==> config.mk <==
export PLATFORM = sky130hd
export DESIGN_NAME = decode_stage_pipelined_flat
export DESIGN_NICKNAME = d
export VERILOG_FILES = /design/src/rtl/decode_stage_pipelined_if.sv /design/src/rtl/decode_stage_pipelined.sv /design/src/flat_wrapper.sv
export SDC_FILE = /design/constraint.sdc
export NUM_CORES = 2
export LEC_CHECK = 0
export CAP_MARGIN = 25
export CORE_MARGIN = 8
export CORE_UTILIZATION = 61
export CTS_BUF_LIST = sky130_fd_sc_hd__clkbuf_4
export DETAILED_ROUTE_END_ITERATION = 16
export PLACE_DENSITY = 0.83
export SLEW_MARGIN = 20
export SYNTH_ARGS = -nofsm -noshare
export SYNTH_HDL_FRONTEND = slang
export SYNTH_SLANG_ARGS = --single-unit
==> constraint.sdc <==
create_clock -name clk -period 27.3 [get_ports clk]
set_input_delay 5.46 -clock clk [delete_from_list [all_inputs] [get_ports clk]]
set_output_delay 5.46 -clock clk [all_outputs]
set_load 0.005 [all_outputs]
==> src/rtl/decode_stage_pipelined_if.sv <==
// Fetch/writeback-to-decode and decode-to-execute signal bundle for decode_stage_pipelined.
// master drives instructions, handshakes and the write port; slave is the decode stage.
interface decode_stage_pipelined_if #(
  parameter int N = 32
);
  logic          in_valid;
  logic [31:0]   inst;
  logic [N-1:0]  pc;
  logic          in_ready;
  logic          ex_ready;
  logic          flush;
  logic          we3;
  logic [3:0]    a3;
  logic [N-1:0]  wd3;
  logic          out_valid;
  logic [2:0]    out_cond;
  logic [1:0]    out_op;
  logic          out_imm_sig;
  logic [4:0]    out_cmd;
  logic [3:0]    out_rd;
  logic [3:0]    out_a1;
  logic [3:0]    out_a2;
  logic [N-1:0]  out_rd1;
  logic [N-1:0]  out_rd2;
  logic [N-1:0]  out_ext;
  logic [N-1:0]  out_pc;
  logic          hazard_stall;
  logic [N-1:0]  dbg_r0;
  logic [N-1:0]  dbg_r1;

  modport master (
    output in_valid, inst, pc, ex_ready, flush, we3, a3, wd3,
    input  in_ready, out_valid, out_cond, out_op, out_imm_sig, out_cmd, out_rd,
           out_a1, out_a2, out_rd1, out_rd2, out_ext, out_pc, hazard_stall,
           dbg_r0, dbg_r1
  );

  modport slave (
    input  in_valid, inst, pc, ex_ready, flush, we3, a3, wd3,
    output in_ready, out_valid, out_cond, out_op, out_imm_sig, out_cmd, out_rd,
           out_a1, out_a2, out_rd1, out_rd2, out_ext, out_pc, hazard_stall,
           dbg_r0, dbg_r1
  );
endinterface

==> src/rtl/decode_stage_pipelined.sv <==
// Registered decode stage: field split, register-file read with write bypass,
// immediate extension, decode->execute register with handshake, flush and load-use stall.
module decode_stage_pipelined #(
  parameter int N      = 32,
  parameter int NREGS  = 16,
  parameter int PC_REG = 15
) (
  input  logic                  clk,
  input  logic                  rst,
  decode_stage_pipelined_if.slave bus
);
  localparam int         AW        = (NREGS > 1) ? $clog2(NREGS) : 1;
  localparam logic [3:0] PC_IDX    = 4'(PC_REG);
  localparam logic [4:0] NREGS_LIM = 5'(NREGS);

  logic [N-1:0] regs [NREGS];

  logic [1:0]   op;
  logic [4:0]   cmd;
  logic [3:0]   rd, rn, rs;
  logic         is_store;
  logic [3:0]   a1, a2;
  logic [N-1:0] rd1, rd2, ext;
  logic [65:0]  branch_wide;
  logic         wr_en;
  logic         hazard;

  logic         held_valid;
  logic [2:0]   held_cond;
  logic [1:0]   held_op;
  logic         held_imm_sig;
  logic [4:0]   held_cmd;
  logic [3:0]   held_rd, held_a1, held_a2;
  logic [N-1:0] held_rd1, held_rd2, held_ext, held_pc;

  assign op       = bus.inst[28:27];
  assign cmd      = bus.inst[25:21];
  assign rd       = bus.inst[20:17];
  assign rn       = bus.inst[16:13];
  assign rs       = bus.inst[3:0];
  assign is_store = (op == 2'b01) && !cmd[0];
  assign a1       = (op == 2'b10) ? PC_IDX : rn;
  assign a2       = is_store ? rd : rs;

  // PC alias wins over range check, which wins over the write bypass
  always_comb begin
    rd1 = '0;
    if (a1 == PC_IDX)                     rd1 = bus.pc;
    else if ({1'b0, a1} >= NREGS_LIM)     rd1 = '0;
    else if (bus.we3 && (bus.a3 == a1))   rd1 = bus.wd3;
    else                                  rd1 = regs[a1[AW-1:0]];
  end

  always_comb begin
    rd2 = '0;
    if (a2 == PC_IDX)                     rd2 = bus.pc;
    else if ({1'b0, a2} >= NREGS_LIM)     rd2 = '0;
    else if (bus.we3 && (bus.a3 == a2))   rd2 = bus.wd3;
    else                                  rd2 = regs[a2[AW-1:0]];
  end

  // Branch offset is sign-extended and word-scaled at 66 bits, then cut to N
  assign branch_wide = {{37{bus.inst[26]}}, bus.inst[26:0], 2'b00};

  always_comb begin
    ext = '0;
    case (op)
      2'b00:   ext = {{(N-13){1'b0}}, bus.inst[12:0]};
      2'b01:   ext = {{(N-13){bus.inst[12]}}, bus.inst[12:0]};
      default: ext = branch_wide[N-1:0];
    endcase
  end

  assign hazard = bus.in_valid && held_valid && (held_op == 2'b01) && held_cmd[0] &&
                  (held_rd != PC_IDX) && ((held_rd == a1) || (held_rd == a2));

  assign wr_en = bus.we3 && ({1'b0, bus.a3} < NREGS_LIM) && (bus.a3 != PC_IDX);

  always_ff @(posedge clk or posedge rst) begin
    if (rst) begin
      for (int i = 0; i < NREGS; i++) regs[i] <= '0;
    end else if (wr_en) begin
      regs[bus.a3[AW-1:0]] <= bus.wd3;
    end
  end

  always_ff @(posedge clk or posedge rst) begin
    if (rst) begin
      held_valid   <= 1'b0;
      held_cond    <= '0;
      held_op      <= '0;
      held_imm_sig <= 1'b0;
      held_cmd     <= '0;
      held_rd      <= '0;
      held_a1      <= '0;
      held_a2      <= '0;
      held_rd1     <= '0;
      held_rd2     <= '0;
      held_ext     <= '0;
      held_pc      <= '0;
    end else if (bus.flush) begin
      held_valid <= 1'b0;
    end else if (!bus.ex_ready) begin
      held_valid <= held_valid;
    end else if (hazard) begin
      held_valid <= 1'b0;
    end else begin
      // fields load even for an invalid input so the register tracks fetch
      held_valid   <= bus.in_valid;
      held_cond    <= bus.inst[31:29];
      held_op      <= op;
      held_imm_sig <= bus.inst[26];
      held_cmd     <= cmd;
      held_rd      <= rd;
      held_a1      <= a1;
      held_a2      <= a2;
      held_rd1     <= rd1;
      held_rd2     <= rd2;
      held_ext     <= ext;
      held_pc      <= bus.pc;
    end
  end

  assign bus.in_ready     = bus.ex_ready && !hazard;
  assign bus.hazard_stall = hazard;
  assign bus.out_valid    = held_valid;
  assign bus.out_cond     = held_cond;
  assign bus.out_op       = held_op;
  assign bus.out_imm_sig  = held_imm_sig;
  assign bus.out_cmd      = held_cmd;
  assign bus.out_rd       = held_rd;
  assign bus.out_a1       = held_a1;
  assign bus.out_a2       = held_a2;
  assign bus.out_rd1      = held_rd1;
  assign bus.out_rd2      = held_rd2;
  assign bus.out_ext      = held_ext;
  assign bus.out_pc       = held_pc;
  assign bus.dbg_r0       = regs[0];
  assign bus.dbg_r1       = regs[1];
endmodule
==> src/flat_wrapper.sv <==
// flat-port wrapper written by rule: the top's interface ports become plain ports
module decode_stage_pipelined_flat 
#(
  parameter int N      = 32,
  parameter int NREGS  = 16,
  parameter int PC_REG = 15
)
  (clk, rst, bus_in_valid, bus_inst, bus_pc, bus_ex_ready, bus_flush, bus_we3, bus_a3, bus_wd3, bus_in_ready, bus_out_valid, bus_out_cond, bus_out_op, bus_out_imm_sig, bus_out_cmd, bus_out_rd, bus_out_a1, bus_out_a2, bus_out_rd1, bus_out_rd2, bus_out_ext, bus_out_pc, bus_hazard_stall, bus_dbg_r0, bus_dbg_r1);
  decode_stage_pipelined_if #(.N(N)) bus_i ();
  input  logic clk;
  input  logic rst;
  input wire logic [$bits(bus_i.in_valid)-1:0] bus_in_valid;
  input wire logic [$bits(bus_i.inst)-1:0] bus_inst;
  input wire logic [$bits(bus_i.pc)-1:0] bus_pc;
  input wire logic [$bits(bus_i.ex_ready)-1:0] bus_ex_ready;
  input wire logic [$bits(bus_i.flush)-1:0] bus_flush;
  input wire logic [$bits(bus_i.we3)-1:0] bus_we3;
  input wire logic [$bits(bus_i.a3)-1:0] bus_a3;
  input wire logic [$bits(bus_i.wd3)-1:0] bus_wd3;
  output wire logic [$bits(bus_i.in_ready)-1:0] bus_in_ready;
  output wire logic [$bits(bus_i.out_valid)-1:0] bus_out_valid;
  output wire logic [$bits(bus_i.out_cond)-1:0] bus_out_cond;
  output wire logic [$bits(bus_i.out_op)-1:0] bus_out_op;
  output wire logic [$bits(bus_i.out_imm_sig)-1:0] bus_out_imm_sig;
  output wire logic [$bits(bus_i.out_cmd)-1:0] bus_out_cmd;
  output wire logic [$bits(bus_i.out_rd)-1:0] bus_out_rd;
  output wire logic [$bits(bus_i.out_a1)-1:0] bus_out_a1;
  output wire logic [$bits(bus_i.out_a2)-1:0] bus_out_a2;
  output wire logic [$bits(bus_i.out_rd1)-1:0] bus_out_rd1;
  output wire logic [$bits(bus_i.out_rd2)-1:0] bus_out_rd2;
  output wire logic [$bits(bus_i.out_ext)-1:0] bus_out_ext;
  output wire logic [$bits(bus_i.out_pc)-1:0] bus_out_pc;
  output wire logic [$bits(bus_i.hazard_stall)-1:0] bus_hazard_stall;
  output wire logic [$bits(bus_i.dbg_r0)-1:0] bus_dbg_r0;
  output wire logic [$bits(bus_i.dbg_r1)-1:0] bus_dbg_r1;
  assign bus_i.in_valid = bus_in_valid;
  assign bus_i.inst = bus_inst;
  assign bus_i.pc = bus_pc;
  assign bus_i.ex_ready = bus_ex_ready;
  assign bus_i.flush = bus_flush;
  assign bus_i.we3 = bus_we3;
  assign bus_i.a3 = bus_a3;
  assign bus_i.wd3 = bus_wd3;
  assign bus_in_ready = bus_i.in_ready;
  assign bus_out_valid = bus_i.out_valid;
  assign bus_out_cond = bus_i.out_cond;
  assign bus_out_op = bus_i.out_op;
  assign bus_out_imm_sig = bus_i.out_imm_sig;
  assign bus_out_cmd = bus_i.out_cmd;
  assign bus_out_rd = bus_i.out_rd;
  assign bus_out_a1 = bus_i.out_a1;
  assign bus_out_a2 = bus_i.out_a2;
  assign bus_out_rd1 = bus_i.out_rd1;
  assign bus_out_rd2 = bus_i.out_rd2;
  assign bus_out_ext = bus_i.out_ext;
  assign bus_out_pc = bus_i.out_pc;
  assign bus_hazard_stall = bus_i.hazard_stall;
  assign bus_dbg_r0 = bus_i.dbg_r0;
  assign bus_dbg_r1 = bus_i.dbg_r1;
  decode_stage_pipelined #(.N(N), .NREGS(NREGS), .PC_REG(PC_REG)) u_core (.clk(clk), .rst(rst), .bus(bus_i));
endmodule
==> key figures <==
GRT
  • Wire length of the first global-routing pass: ~200,000 um
  • Total GRT Usage: 0.368
  • Vias in the first global route: between 30k and 40k
  • Number of antenna violations at the first check in global routing: 3
  • Global route total overflow: 0
  • Maximum number of pins on one net before global-route repair: between 150 and 200

Layout
  • Final net count: between 3k and 4k
  • Layout overhead on the synthesized area: 14.4%
  • FF/Latch Area: roughly 17,000 sq um
  • Multi-input logic area: around 19,000 sq um
  • Final cell area excluding filler cells: about 43,000 sq um
  • Share of layout cells above drive strength 1: 0.345
  • Number of fill cells: between 4k and 5k

Timing
  • Final Hold Violating Endpoints: 0
  • Fmax: approximately 65 MHz
  • Setup TNS: 0 ps
  • Count of endpoints failing setup in the final report: 0
  • Post-route minimum period: roughly 15,000 ps
  • Fraction of the cycle the final worst path needs: 0.565
  • Worst clock skew on the final layout: about 53 ps
  • Number of max-slew violations in the final report: 0
  • Unrepaired setup endpoints after global routing: no
  • Actual slew at the worst max-slew pin: 1200 ps
  • Rel. slew slack: 0.202

Power
  • Pwr per Cell Area: about 73 nW/um^2
  • Share of total power in combinational logic: 0.268
  • Switching Share: 0.313
  • Overall power: about 3.1 mW
  • Maximum vdd ir drop: roughly 0.06 mV
  • Sw power: 0.986 mW
  • Proportion of power drawn by the clock network: 0.293
  • Internal power: 2.16 mW
  • Leakage: ~18 nW
  • Part of the power in registers: 0.439

Placement
  • Global placement routability congestion: between 0.9 and 1
  • DP Area: ~41,000 sq um
  • HPWL Detailed: roughly 78,000 um
  • Number of input and output port buffers inserted: around 320

Floorplan
  • Die width: 265 um
  • Total core area: 61,600 sq um
  • Row count: just over 90
  • Total die area: between 70,000 and 80,000 sq um
  • Die extent in y: approximately 270 um
  • Starting Density: 0.616
  • I/O Pins: ~320

Synthesis
  • Count of state elements after synthesis: approximately 660
  • Unique cell type count in the Yosys netlist: 60
  • Net count of the mapped netlist: ~3.2k
  • Mean Syn Cell Area: between 10 and 15 sq um
  • Leading cell types by total area after synthesis: sky130_fd_sc_hd__dfrtp_1 44%, sky130_fd_sc_hd__mux2_2 17%, sky130_fd_sc_hd__mux4_2 9.5%, sky130_fd_sc_hd__mux2i_1 3.8%, sky130_fd_sc_hd__clkbuf_1 2.5%
  • Part of the Yosys area used for sequential elements: 0.436
  • Post-synth design cell area: 37,900 sq um
  • Number of synthesized flops with an enable pin: 0
  • Most common flop cell mapped by yosys: sky130_fd_sc_hd__dfrtp_1
  • Biggest area consumer among synthesized cells: sky130_fd_sc_hd__dfrtp_1
  • Share of the synthesized area in the top cell type: 0.436
  • Proportion of synthesized flip-flops having asynchronous set or reset: 1.00
  • Post-Syn Instances: roughly 3.1k
  • Total number of yosys warnings: 0

Hold path
  • Hold Crit Class: flop to flop
  • Hold Startpoint: u_core.regs[26]
  • Number of stages on the worst hold path: 0
  • Hold endpoint: u_core.regs[26]

CTS
  • Cts repair resizes: 0
  • Number of buffers added to fix hold violations after cts: 0
  • Clock root buffer master: sky130_fd_sc_hd__clkbuf_4
  • Clock Latency Late Sink: 1070 ps
  • Clock transition at the registers of the reported paths: approximately 60 ps
  • CTS tree: done
  • H-tree levels: 4
  • Total CTS buffers: 177
  • Number of sinks on the clock net: ~660
  • Setup Fix Bufs, Post-CTS: 0
  • Worst-case clock buffer depth: 3

Worst setup path
  • Critical-path cell with the highest stage delay: sky130_fd_sc_hd__o32a_4
  • Setup crit start kind: primary input
  • Worst Setup Path Type: primary input to output pin
  • Critical path peak fanout: between 60 and 70
  • Worst r2r dst: u_core.bus.out_op[0]
  • Data arrival time at the worst-slack endpoint: around 10000 ps
  • Number of cell instances on the worst register-to-register path: 9
  • Data required time of the critical path: about 22,000 ps
  • Slack of the worst reg-to-reg path: roughly 23,000 ps
  • Kind of end point of the critical path: output pin
  • Reg2reg start: u_core.bus.out_rd[3]
  • Critical path cell sequence: clkdlybuf4s50_1, buf_4, nor2b_4, buf_4, buf_4, nor3_1, a211oi_1, o32a_4, inv_4, nor2_1, clkdlybuf4s50_1
  • Most common cell on crit path: sky130_fd_sc_hd__buf_4
  • Peak per-stage delay on the critical path: about 950 ps

Flow run
  • Number of max-cap violations: 0

Route
  • Total length of routed wires: roughly 130,000 um
  • Via/cell ratio: between 7 and 8
  • Post-DR wirelength/cell: 31.4 um
  • First-pass detailed-route iteration total: 9
  • Total via count in the routed design: roughly 32k
  • Antenna-violating nets left: 0
  • Count of routing violations after the opening detailed-route iteration: between 4k and 5k
  • Detailed-route DRC error count: 0

Outcome
  • Result of the run: finished clean
==> per-stage QoR <==
stage                     setup WS, ps  hold WS [ps]  std cells   util
after floorplan                   3320           443       3131      -
after global placement           12100           381       3912  0.663
after detailed placement         12030           406       3915  0.664
after CTS                        12030           422       4221  0.701
after global routing             11810           439       4228  0.704
final                            11860           423       4229  0.704
==> state kept, by name, summed over array words and instances, names as in the netlist, 5 cells and up <==
| register | cells |
|---|---|
| u_core.bus.dbg_r1 | 32 |
| u_core.bus.out_rd1 | 32 |
| u_core.bus.out_rd2 | 32 |
| u_core.regs | 448 |
| u_core.bus.dbg_r0 | 32 |
| u_core.bus.out_pc | 32 |
| u_core.bus.out_cmd | 5 |
| u_core.bus.out_ext | 29 |
==> critical path: cells and delay by family <==
kind | cells | cell delay, ps
and+or+nand+nor | 3 | 450
buffers and inverters | 6 | 2640
AOI/OAI and AO/OA | 2 | 1320
==> power by group through the flow <==
| stage | registers, mW | logic, mW | clock network, mW |
|---|---|---|---|
| 2_1_floorplan | 1.32 | 0.567 | 0 |
| 3_3_place_gp | 1.36 | 0.797 | 0 |
| 3_5_place_dp | 1.38 | 0.828 | 0 |
| 4_1_cts | 1.37 | 0.833 | 0.926 |
| 5_1_grt | 1.40 | 0.891 | 0.983 |
| 6_report | 1.38 | 0.845 | 0.922 |
==> synth_stat cells, drive strengths merged, types with 3 or more instances <==
cell type	instances
nor3b	3
o2111ai	31
clkbuf	250
o22a	63
nand3b	4
mux2	592
o31ai	5
a21o	3
nand2b	10
a311oi	31
xor2	8
and2	35
a211oi	34
nand3	6
o211a	29
a21oi	28
o211ai	4
nor3	6
inv	41
a221oi	34
nor2b	72
o221ai	93
dfrtp	661
or3	7
buf	192
o22ai	64
mux2i	145
o21ai	39
mux4	160
a22oi	64
a31oi	149
nor2	25
a2111oi	33
nand2	188
==> worst max-delay path by stage <==
stage,from,to,slack (ps),depth (start not counted)
global placement,bus_inst[28],bus_in_ready,12100,11
global route,bus_inst[28],bus_in_ready,11810,11
floorplan,rst,u_core.bus.dbg_r0[0],3320,1
finish,bus_inst[28],bus_in_ready,11860,11
CTS,bus_inst[28],bus_in_ready,12030,11
detailed placement,bus_inst[28],bus_in_ready,12030,11
==> area by class of cell <==
type	instances	share of cell area
multi-input cells	1987	0.447
flip-flops and latches	661	0.381
repair buffers	395	0.0911
clock buffers	274	0.0474
well taps	837	0.0241
clock inverters	32	0.00542
inverters	41	0.00378
diodes	2	0.000115
==> placed cells by master, fill, tap and decap left out, types with 33 or more instances in the layout <==
cell type                         instances
sky130_fd_sc_hd__a22oi_1                 64
sky130_fd_sc_hd__a211oi_1                33
sky130_fd_sc_hd__o22ai_1                 64
sky130_fd_sc_hd__mux2_2                 562
sky130_fd_sc_hd__clkbuf_4               274
sky130_fd_sc_hd__dfrtp_1                661
sky130_fd_sc_hd__o22a_1                  63
sky130_fd_sc_hd__and2_1                  35
sky130_fd_sc_hd__o221ai_1                93
sky130_fd_sc_hd__a31oi_1                149
sky130_fd_sc_hd__nand2_1                184
sky130_fd_sc_hd__o21ai_0                 37
sky130_fd_sc_hd__buf_4                   64
sky130_fd_sc_hd__a221oi_1                34
sky130_fd_sc_hd__mux2i_1                142
sky130_fd_sc_hd__inv_1                   38
sky130_fd_sc_hd__clkdlybuf4s50_1        315
sky130_fd_sc_hd__nor2b_1                 70
sky130_fd_sc_hd__mux4_2                 160
==> logic make-up (layout without fill, tap and decap cells) <==
logic type | after synthesis | count (layout) | share of synthesized area
muxes | 897 | 897 | 0.313
AOI/OAI and AO/OA | 713 | 713 | 0.142
DFF | 661 | 661 | 0.436
buffers and inverters | 483 | 742 | 0.0601
and+or+nand+nor | 367 | 367 | 0.0471
xor gates and xnor gates | 10 | 10 | 0.00231
other | 0 | 2 | 0
==> layer usage <==
layer,GRT usage,share of wire
met1,0.451,0.35
met2,0.555,0.45
met3,0.131,0.14
met4,0.230,0.062
met5,0,0.000090
No activity file was read; power rests on OpenSTA's default activity.
